## src/rtl/tcam_reg_write_decoder.sv

```systemverilog
// Receiver for the TCAM configuration register bus. Register writes collect a
// key, a don't-care mask and an action into shadow registers; a GO write to the
// command register snapshots them into the entry outputs and hands the entry to
// the TCAM core, holding off further GO writes until the core reports done.
module tcam_reg_write_decoder #(
   parameter int LOOK_UP_DATA_WIDTH = 144,
   parameter int ACTION_WIDTH       = 24,
   parameter int REG_ADDR_BUS_WIDTH = 8,
   parameter int REG_DATA_BUS_WIDTH = 16
) (
   input  logic                          clk,
   input  logic                          rst,
   input  logic                          i_reg_bus_we,
   input  logic [REG_ADDR_BUS_WIDTH-1:0] i_reg_bus_we_addr,
   input  logic [REG_DATA_BUS_WIDTH-1:0] i_reg_bus_we_din,
   input  logic                          i_reg_bus_we_din_v,
   output logic                          o_tcam_busy,
   output logic                          o_entry_valid,
   input  logic                          i_entry_ready,
   output logic [2:0]                    o_entry_cmd,
   output logic [LOOK_UP_DATA_WIDTH-1:0] o_entry_key,
   output logic [LOOK_UP_DATA_WIDTH-1:0] o_entry_mask,
   output logic [ACTION_WIDTH-1:0]       o_entry_action,
   input  logic                          i_tcam_done,
   output logic                          o_write_done,
   output logic                          o_err_drop
);

   localparam int LW = LOOK_UP_DATA_WIDTH;
   localparam int ACW = ACTION_WIDTH;
   localparam int AW = REG_ADDR_BUS_WIDTH;
   localparam int DW = REG_DATA_BUS_WIDTH;
   localparam int KEY_WORDS = (LW + DW - 1) / DW;
   localparam int ACT_WORDS = (ACW + DW - 1) / DW;

   localparam logic [AW-1:0] KEY_BASE  = AW'('h00);
   localparam logic [AW-1:0] MASK_BASE = AW'('h10);
   localparam logic [AW-1:0] ACT_BASE  = AW'('h20);
   localparam logic [AW-1:0] CMD_ADDR  = AW'('h30);

   typedef enum logic [1:0] {IDLE, ISSUE, WAIT} state_t;

   // True when addr falls in the word window [base, base+cnt).
   function automatic logic in_range(input logic [AW-1:0] addr,
                                     input logic [AW-1:0] base,
                                     input logic [AW-1:0] cnt);
      return (addr >= base) && ((addr - base) < cnt);
   endfunction

   state_t          state, state_nxt;
   logic            complete;
   logic            wr_acc, key_sel, mask_sel, act_sel, go_wr, issue, drop;
   logic [AW-1:0]   key_off, mask_off, act_off;
   logic [LW-1:0]   key_sh, mask_sh;
   logic [ACW-1:0]  act_sh;
   logic [LW-1:0]   key_wmask, key_wdata, mask_wmask, mask_wdata;
   logic [ACW-1:0]  act_wmask, act_wdata;

   assign wr_acc   = i_reg_bus_we & i_reg_bus_we_din_v;
   assign key_sel  = wr_acc & in_range(i_reg_bus_we_addr, KEY_BASE, AW'(KEY_WORDS));
   assign mask_sel = wr_acc & in_range(i_reg_bus_we_addr, MASK_BASE, AW'(KEY_WORDS));
   assign act_sel  = wr_acc & in_range(i_reg_bus_we_addr, ACT_BASE, AW'(ACT_WORDS));
   assign go_wr    = wr_acc & (i_reg_bus_we_addr == CMD_ADDR) & i_reg_bus_we_din[DW-1];
   assign issue    = go_wr & (state == IDLE);
   assign drop     = go_wr & (state != IDLE);

   assign key_off  = i_reg_bus_we_addr - KEY_BASE;
   assign mask_off = i_reg_bus_we_addr - MASK_BASE;
   assign act_off  = i_reg_bus_we_addr - ACT_BASE;

   // Word lane enables and positioned data; bits shifted past the register
   // width fall off, which trims the partial top word for free.
   assign key_wmask  = LW'({DW{1'b1}}) << (32'(key_off) * DW);
   assign key_wdata  = LW'(i_reg_bus_we_din) << (32'(key_off) * DW);
   assign mask_wmask = LW'({DW{1'b1}}) << (32'(mask_off) * DW);
   assign mask_wdata = LW'(i_reg_bus_we_din) << (32'(mask_off) * DW);
   assign act_wmask  = ACW'({DW{1'b1}}) << (32'(act_off) * DW);
   assign act_wdata  = ACW'(i_reg_bus_we_din) << (32'(act_off) * DW);

   // Shadow registers: always writable, also while an entry is in flight.
   always_ff @(posedge clk or posedge rst) begin
      if (rst) begin
         key_sh  <= '0;
         mask_sh <= '0;
         act_sh  <= '0;
      end else begin
         if (key_sel)  key_sh  <= (key_sh & ~key_wmask) | (key_wdata & key_wmask);
         if (mask_sel) mask_sh <= (mask_sh & ~mask_wmask) | (mask_wdata & mask_wmask);
         if (act_sel)  act_sh  <= (act_sh & ~act_wmask) | (act_wdata & act_wmask);
      end
   end

   // Next-state logic; done together with the ready handshake skips WAIT.
   always_comb begin
      state_nxt = state;
      complete  = 1'b0;
      case (state)
         IDLE:  if (go_wr) state_nxt = ISSUE;
         ISSUE: begin
            if (i_entry_ready) begin
               if (i_tcam_done) begin
                  state_nxt = IDLE;
                  complete  = 1'b1;
               end else begin
                  state_nxt = WAIT;
               end
            end
         end
         WAIT: begin
            if (i_tcam_done) begin
               state_nxt = IDLE;
               complete  = 1'b1;
            end
         end
         default: state_nxt = IDLE;
      endcase
   end

   // State and registered status. Busy rises with the issue and stays up for
   // the done-pulse cycle, so it falls one cycle after o_write_done.
   always_ff @(posedge clk or posedge rst) begin
      if (rst) begin
         state         <= IDLE;
         o_entry_valid <= 1'b0;
         o_tcam_busy   <= 1'b0;
         o_write_done  <= 1'b0;
         o_err_drop    <= 1'b0;
      end else begin
         state         <= state_nxt;
         o_entry_valid <= (state_nxt == ISSUE);
         o_tcam_busy   <= (state != IDLE) | (state_nxt != IDLE);
         o_write_done  <= complete;
         if (drop) o_err_drop <= 1'b1;
      end
   end

   // Entry snapshot, taken only on an accepted GO so it is frozen while busy.
   always_ff @(posedge clk or posedge rst) begin
      if (rst) begin
         o_entry_cmd    <= '0;
         o_entry_key    <= '0;
         o_entry_mask   <= '0;
         o_entry_action <= '0;
      end else if (issue) begin
         o_entry_cmd    <= i_reg_bus_we_din[2:0];
         o_entry_key    <= key_sh;
         o_entry_mask   <= mask_sh;
         o_entry_action <= act_sh;
      end
   end

endmodule

```

## config.mk

```make
export PLATFORM = sky130hd
export DESIGN_NAME = tcam_reg_write_decoder
export DESIGN_NICKNAME = d
export VERILOG_FILES = /design/src/rtl/tcam_reg_write_decoder.sv
export SDC_FILE = /design/constraint.sdc
export NUM_CORES = 1
export LEC_CHECK = 0
export CAP_MARGIN = 10
export CORE_UTILIZATION = 55
export CTS_CLUSTER_DIAMETER = 120
export DETAILED_ROUTE_END_ITERATION = 10
export PLACE_DENSITY = 0.78
export SETUP_SLACK_MARGIN = 0.5
export SLEW_MARGIN = 5
export SYNTH_ARGS = -nofsm -noshare
export SYNTH_HDL_FRONTEND = slang
export SYNTH_SLANG_ARGS = --single-unit
```

## constraint.sdc

```tcl
create_clock -name clk -period 28.4 [get_ports clk]
set_clock_uncertainty 0.05 [all_clocks]
set_input_delay 7.1 -clock clk [delete_from_list [all_inputs] [get_ports clk]]
set_output_delay 7.1 -clock clk [all_outputs]
set_load 0.005 [all_outputs]
```

==> run_results.csv, run 1 <==
group,metric,value,unit
finish,most_common_library_cell_in_the_layout_ignoring_fill_and_taps,"sky130_fd_sc_hd__dfrtp_1",
finish,area_delta_synth_final,23.86,%
grt,grt_first_pass_wirelength,93950,um
finish,fin_util,68.98,%
place,port_buffers,348,
worst_hold_path,worstHoldPathType,"reg -> reg",
finish,layout.cells.most_common_list,"sky130_fd_sc_hd__dfrtp_1, sky130_fd_sc_hd__mux2_2, sky130_fd_sc_hd__clkdlybuf4s50_1",
routing,postRouteAntennaNets,0,
routing,routed_wl_per_cell,24.47,um
power,comb_power_share,3.2,%
clocking,cts_repair_resize_count,0,
power,power_per_cell_area,57.93,mW/mm^2
clocking,cts_made_buffers,66,
place,gp_routability_congestion,0.7963,
synth,synth_edf_count,0,
setup_path,worst_r2r_path_depth,7,
timing,slew_viol_final,0,
grt,grt_antenna_before_repair,1,
floorplanning,top_level_ports,349,
synth,synth_sequential_area_ratio,62.67,%
power,worst_ir_drop_vdd,37.42,uV
synth,synth-seq-cells,633,
setup_path,worst_setup_path_start_kind,"primary input",
floorplanning,initial_core_utilization,55.69,%
floorplanning,core_region_area,0.04538,mm^2
setup_path,rr_startpoint,"state[0]",
floorplanning,num_rows,78,
timing,fmaxAchievable,0.09611,GHz
setup_path,data_arrival_time_of_the_worst_path,10.82,ns
grt,grt_util_all_layers,26.90,%
power,power.static_leakage,0.01593,uW
finish,stdcell_count,2501,
clocking,cts-htree-levels,3,
power,clockPowerShare,46.7,%
setup_path,cp_common_cell,"sky130_fd_sc_hd__buf_4",
clocking,tritoncts,"built",
setup_path,crit_path_max_incr_delay,0.83,ns
power,internal_dissipation,1426,uW
timing,rsz0062_at_grt,"no",
timing,transition_at_the_pin_with_the_smallest_max_transition_slack,1.260,ns
clocking,clk_pin_slew_worst_paths,0.06,ns
synth,synth_nets,1538,
clocking,postCtsSetupRepairBufs,0,
floorplanning,die-height,216.4,um
setup_path,crit_fanout,73,
setup_path,cp_cell_sequence,"clkdlybuf4s50_1 -> nor4_4 -> nand4_2 -> nor2_4 -> buf_4 -> buf_4 -> mux2_2",
routing,routed-via-count,13820,
timing,setup-violations-final,0,
timing,finalCritPeriodShare,36.64,%
clocking,cts_buffer_depth,3,
worst_hold_path,holdPathStages,1,
grt,first_global_vias,14790,
clocking,cts_sinks,633,
routing,avgViaCountPerCell,5.526,
setup_path,r2r_end,"o_entry_key[33]",
synth,mean_cell_area_of_the_mapped_netlist,16.91,um^2
synth,netlist-cell-type-count,42,
power,power.sequential.fraction,50.2,%
clocking,hold_buffers,0,
grt,largest_net_degree_at_the_start_of_global_routing,142,
routing,routed_wl,61190,um
synth,synth_area,0.02527,mm^2
synth,yosys_warnings,0,
grt,overflow,0,
power,switching_share,21.36,%
floorplanning,die_area,0.04681,mm^2
setup_path,worstSetupEndpointType,"flop",
clocking,clock_insertion_delay_worst_skew,0.58,ns
outcome,status,"complete, no violations",
timing,post-route-min-period,10.40,ns
place,hpwlAfterDp,39550,um
power,power_switching,387.4,uW
routing,dr.first_iter.drc_count,888,
timing,finalHoldViolations,0,
flow_run,cap_viol_max_count,0,
setup_path,register_to_register_setup_slack,24.99,ns
setup_path,timing.setup.critical_path_class,"in -> reg",
floorplanning,die-width,216.4,um
setup_path,required,28.81,ns
synth,syn_inst,1495,
timing,slew_headroom,15.72,%
setup_path,crit_path_top_delay_cell,"sky130_fd_sc_hd__buf_4",
timing,setup-tns-final,0,ns
synth,synth_ff_type,"sky130_fd_sc_hd__dfrtp_1",
clocking,cts_root_buf,"sky130_fd_sc_hd__clkbuf_16",
finish,post_route_cells_drive_above_1_share,36.79,%
setup_path,crit_path_start,"i_reg_bus_we_addr[3]",
synth,postSynth.asyncResetShare,100.0,%
routing,drt-pass1-iter-count,4,
routing,route.detailed.drc,0,
finish,finalNetCount,1897,
place,dpl.cell_count,2386,
==> kinds of logic after synthesis <==
kind of cell	count (synthesis)	share of synthesized area [%]
xor gates and xnor gates	5	0.1733
muxes	627	30.81
DFF	633	62.67
adders and majority gates	13	0.6436
AOI/OAI and AO/OA	12	0.3515
and+or+nand+nor	92	2.564
buffers and inverters	113	2.782
==> metrics by stage <==
step / area [um^2] / hold slack [ns] / setup slack (ns) / total power, uW
after floorplan: 25270 / 0.4022 / 3.519 / 959.0
after CTS: 31300 / 0.4361 / 17.91 / 1830
after detailed placement: 29170 / 0.4207 / 17.29 / 984.5
after global placement: 29170 / 0.4117 / 17.37 / 982.9
after global routing: 31300 / 0.4508 / 17.43 / 1874
final: 31310 / 0.4325 / 18.00 / 1813
==> power groups by stage <==
stage                     sequential [uW]  clock [uW]  combinational [uW]
final                                 910         846                57.5
after floorplan                       926           0                32.7
after CTS                             910         862                58.5
after global routing                  910         900                63.9
after detailed placement              926           0                58.3
after global placement                926           0                57.1
==> area by class of cell <==
class	instances	area (um^2)
clock buffer	98	1954
tap	600	750.7
sequential	633	15840
antenna	1	2.502
fill	2989	14080
multi-input combinational	749	8753
timing repair buffer	381	3731
inverter	23	93.84
clock inverter	16	178.9
==> critical path: cells and delay by family <==
kind | cells | cell delay [ns]
and+or+nand+nor | 3 | 1.22
muxes | 1 | 0.42
buffers and inverters | 3 | 1.98
==> per-layer routing <==
layer	up-vias	GRT usage (%)	part of all wire [%]
met2	396	42.40	47
met4	2	8.075	2.5
met3	89	5.768	5.9
met5	-	0	0.021
met1	7353	37.73	44
li1	5980	-	-
==> Yosys cell counts (all sizes together), types with 2 or more instances <==
master | number | area, um^2
a21oi | 3 | 15.01
and2 | 18 | 112.6
and4 | 3 | 26.28
buf | 66 | 526.8
clkbuf | 24 | 90.09
dfrtp | 633 | 15840
ha | 13 | 162.7
inv | 23 | 86.33
mux2 | 611 | 7627
mux2i | 16 | 160.2
nand2 | 22 | 82.58
nand2b | 4 | 25.02
nand4 | 10 | 68.81
nor2 | 9 | 41.29
nor2b | 5 | 31.28
nor3 | 10 | 103.9
nor4 | 5 | 106.4
o2111a | 2 | 22.52
o21bai | 2 | 15.01
xnor2 | 3 | 26.28
xor2 | 2 | 17.52
==> worst max path at each step <==
stage	end	depth (start not counted)
after floorplan	asynchronous set/reset pin	1
after global placement	o_entry_mask[97]	5
after detailed placement	o_entry_action[5]	5
after CTS	o_entry_action[2]	5
after global routing	asynchronous set/reset pin	5
final	o_entry_key[33]	7
Power figures use the tool's default switching activity.
==> run 2: changes to the inputs <==
Settings changed: CORE_UTILIZATION 55 to 49, PLACE_DENSITY 0.78 to 0.73.
Clock period 28.4 ns to 9.3 ns, I/O delays scaled along.
==> run_results.csv, run 2 (same netlist as run 1, synthesis figures left out) <==
group,metric,value,unit
floorplanning,initial_core_utilization,50.07,%
clocking,cts_buffer_depth,3,
floorplanning,num_rows,82,
clocking,tritoncts,"built",
setup_path,cp_cell_sequence,"clkdlybuf4s50_1 -> nor4_4 -> nand4_2 -> nor2_4 -> buf_4 -> buf_4 -> mux2_2",
setup_path,critical_path.n_buffers_inverters,3,
timing,slew_headroom,15.64,%
grt,grt_first_pass_wirelength,93870,um
grt,largest_net_degree_at_the_start_of_global_routing,184,
setup_path,data_arrival_time_of_the_worst_path,5.75,ns
finish,finalNetCount,1895,
clocking,postCtsSetupRepairBufs,0,
setup_path,timing.setup.critical_path_class,"in -> reg",
finish,area_delta_synth_final,24.70,%
timing,fmaxAchievable,0.1878,GHz
finish,post_route_cells_drive_above_1_share,37.05,%
setup_path,rr_startpoint,"state[0]",
setup_path,r2r_end,"o_entry_key[118]",
finish,fin_util,62.44,%
setup_path,required,9.73,ns
clocking,cts_sinks,633,
timing,setup-violations-final,0,
setup_path,crit_path_start,"i_reg_bus_we_addr[3]",
routing,route.detailed.drc,0,
floorplanning,top_level_ports,349,
worst_hold_path,worstHoldPathType,"reg -> reg",
floorplanning,die-height,229.1,um
routing,avgViaCountPerCell,5.285,
setup_path,worst_r2r_path_depth,7,
grt,overflow,0,
grt,grt_antenna_before_repair,4,
timing,post-route-min-period,5.325,ns
grt,first_global_vias,14780,
setup_path,crit_fanout,67,
setup_path,worst_setup_path_start_kind,"primary input",
routing,postRouteAntennaNets,0,
timing,rsz0062_at_grt,"no",
power,power_per_cell_area,179.3,mW/mm^2
floorplanning,core_region_area,0.05048,mm^2
routing,dr.first_iter.drc_count,792,
clocking,hold_buffers,0,
floorplanning,die_area,0.05249,mm^2
setup_path,worstSetupEndpoint,"o_entry_key[118]",
flow_run,cap_viol_max_count,0,
place,hpwlAfterDp,39410,um
timing,slew_viol_final,0,
clocking,cts_repair_resize_count,0,
finish,stdcell_count,2575,
setup_path,crit_path_max_incr_delay,0.79,ns
finish,fill_cells,3690,
setup_path,worstSetupEndpointType,"flop",
clocking,clk_pin_slew_worst_paths,0.06,ns
setup_path,critPathTopFamily,"buffers and inverters",
power,worst_ir_drop_vdd,136.7,uV
finish,layout.cells.most_common_list,"sky130_fd_sc_hd__dfrtp_1, sky130_fd_sc_hd__mux2_2, sky130_fd_sc_hd__clkdlybuf4s50_1",
place,gp_routability_congestion,0.8399,
timing,finalCritPeriodShare,57.26,%
timing,setup-tns-final,0,ns
clocking,cts-htree-levels,3,
clocking,cts_made_buffers,67,
timing,fin_ws,3.975,ns
clocking,cts_root_buf,"sky130_fd_sc_hd__clkbuf_16",
place,dpl.cell_count,2455,
place,detailedPlace.worstSlack,3.375,ns
routing,drt-pass1-iter-count,5,
grt,grt_util_all_layers,23.83,%
clocking,clock_insertion_delay_worst_skew,0.60,ns
power,power.static_leakage,0.01599,uW
timing,finalHoldViolations,0,
routing,routed_wl_per_cell,23.62,um
place,port_buffers,348,
power,design_power_total,5652,uW
finish,most_common_library_cell_in_the_layout_ignoring_fill_and_taps,"sky130_fd_sc_hd__dfrtp_1",
routing,routed-via-count,13610,
setup_path,worst-path-stages,7,
finish,seq_area,0.01584,mm^2
setup_path,crit_path_top_delay_cell,"sky130_fd_sc_hd__buf_4",
setup_path,cp_common_cell,"sky130_fd_sc_hd__buf_4",
outcome,status,"complete, no violations",
finish,multi_input_comb_area,0.008753,mm^2
floorplanning,die-width,229.1,um
setup_path,register_to_register_setup_slack,6.20,ns
timing,transition_at_the_pin_with_the_smallest_max_transition_slack,1.261,ns
routing,routed_wl,60820,um
-- run 2: worst min path at each step --
| stage | from | to | depth (start not counted) |
|---|---|---|---|
| floorplan | flop | flop | 1 |
| global placement | flop | flop | 1 |
| detailed placement | o_err_drop | o_err_drop | 1 |
| CTS | o_err_drop | o_err_drop | 1 |
| global route | o_err_drop | o_err_drop | 1 |
| finish | o_err_drop | o_err_drop | 1 |
-- run 2: area by class of cell --
cell class | instances | area share, %
Antenna cell | 3 | 0.02382
Clock buffer | 95 | 6.233
Clock inverter | 22 | 0.8853
Inverter | 23 | 0.2858
Multi-Input combinational cell | 749 | 27.77
Sequential cell | 633 | 50.26
Tap cell | 672 | 2.668
Timing Repair Buffer | 378 | 11.87
-- run 2: worst register-to-register path, delay by kind of cell, from the launching register on --
kind / cells / cell delay [ns]
flops: 1 / 0.42
fa+ha+maj: 1 / 0.29
simple gates: 1 / 0.10
mux: 1 / 0.53
buf+inv: 4 / 1.62
-- run 2: metrics by stage --
step | instance area [um^2] | hold WS, ns
after floorplan | 25280 | 0.4022
after global placement | 29270 | 0.4120
after detailed placement | 29270 | 0.4136
after CTS | 31510 | 0.4271
after global routing | 31510 | 0.4491
final | 31520 | 0.4205
-- run 2: per-layer routing --
metal,up-vias,global-route usage (%),share of wire (%)
li1,5964,-,-
met3,85,6.711,7.1
met2,348,37.95,48
met5,-,0,0
met1,7212,31.63,43
met4,0,7.563,2.1
-- run 2: report_power, final --
part	internal [uW]	switching, uW	leakage [uW]
clock	1620	1080	0.00111
combinational	48.6	128	0.00613
sequential	2770	8.65	0.00876
total	4430	1220	0.0160
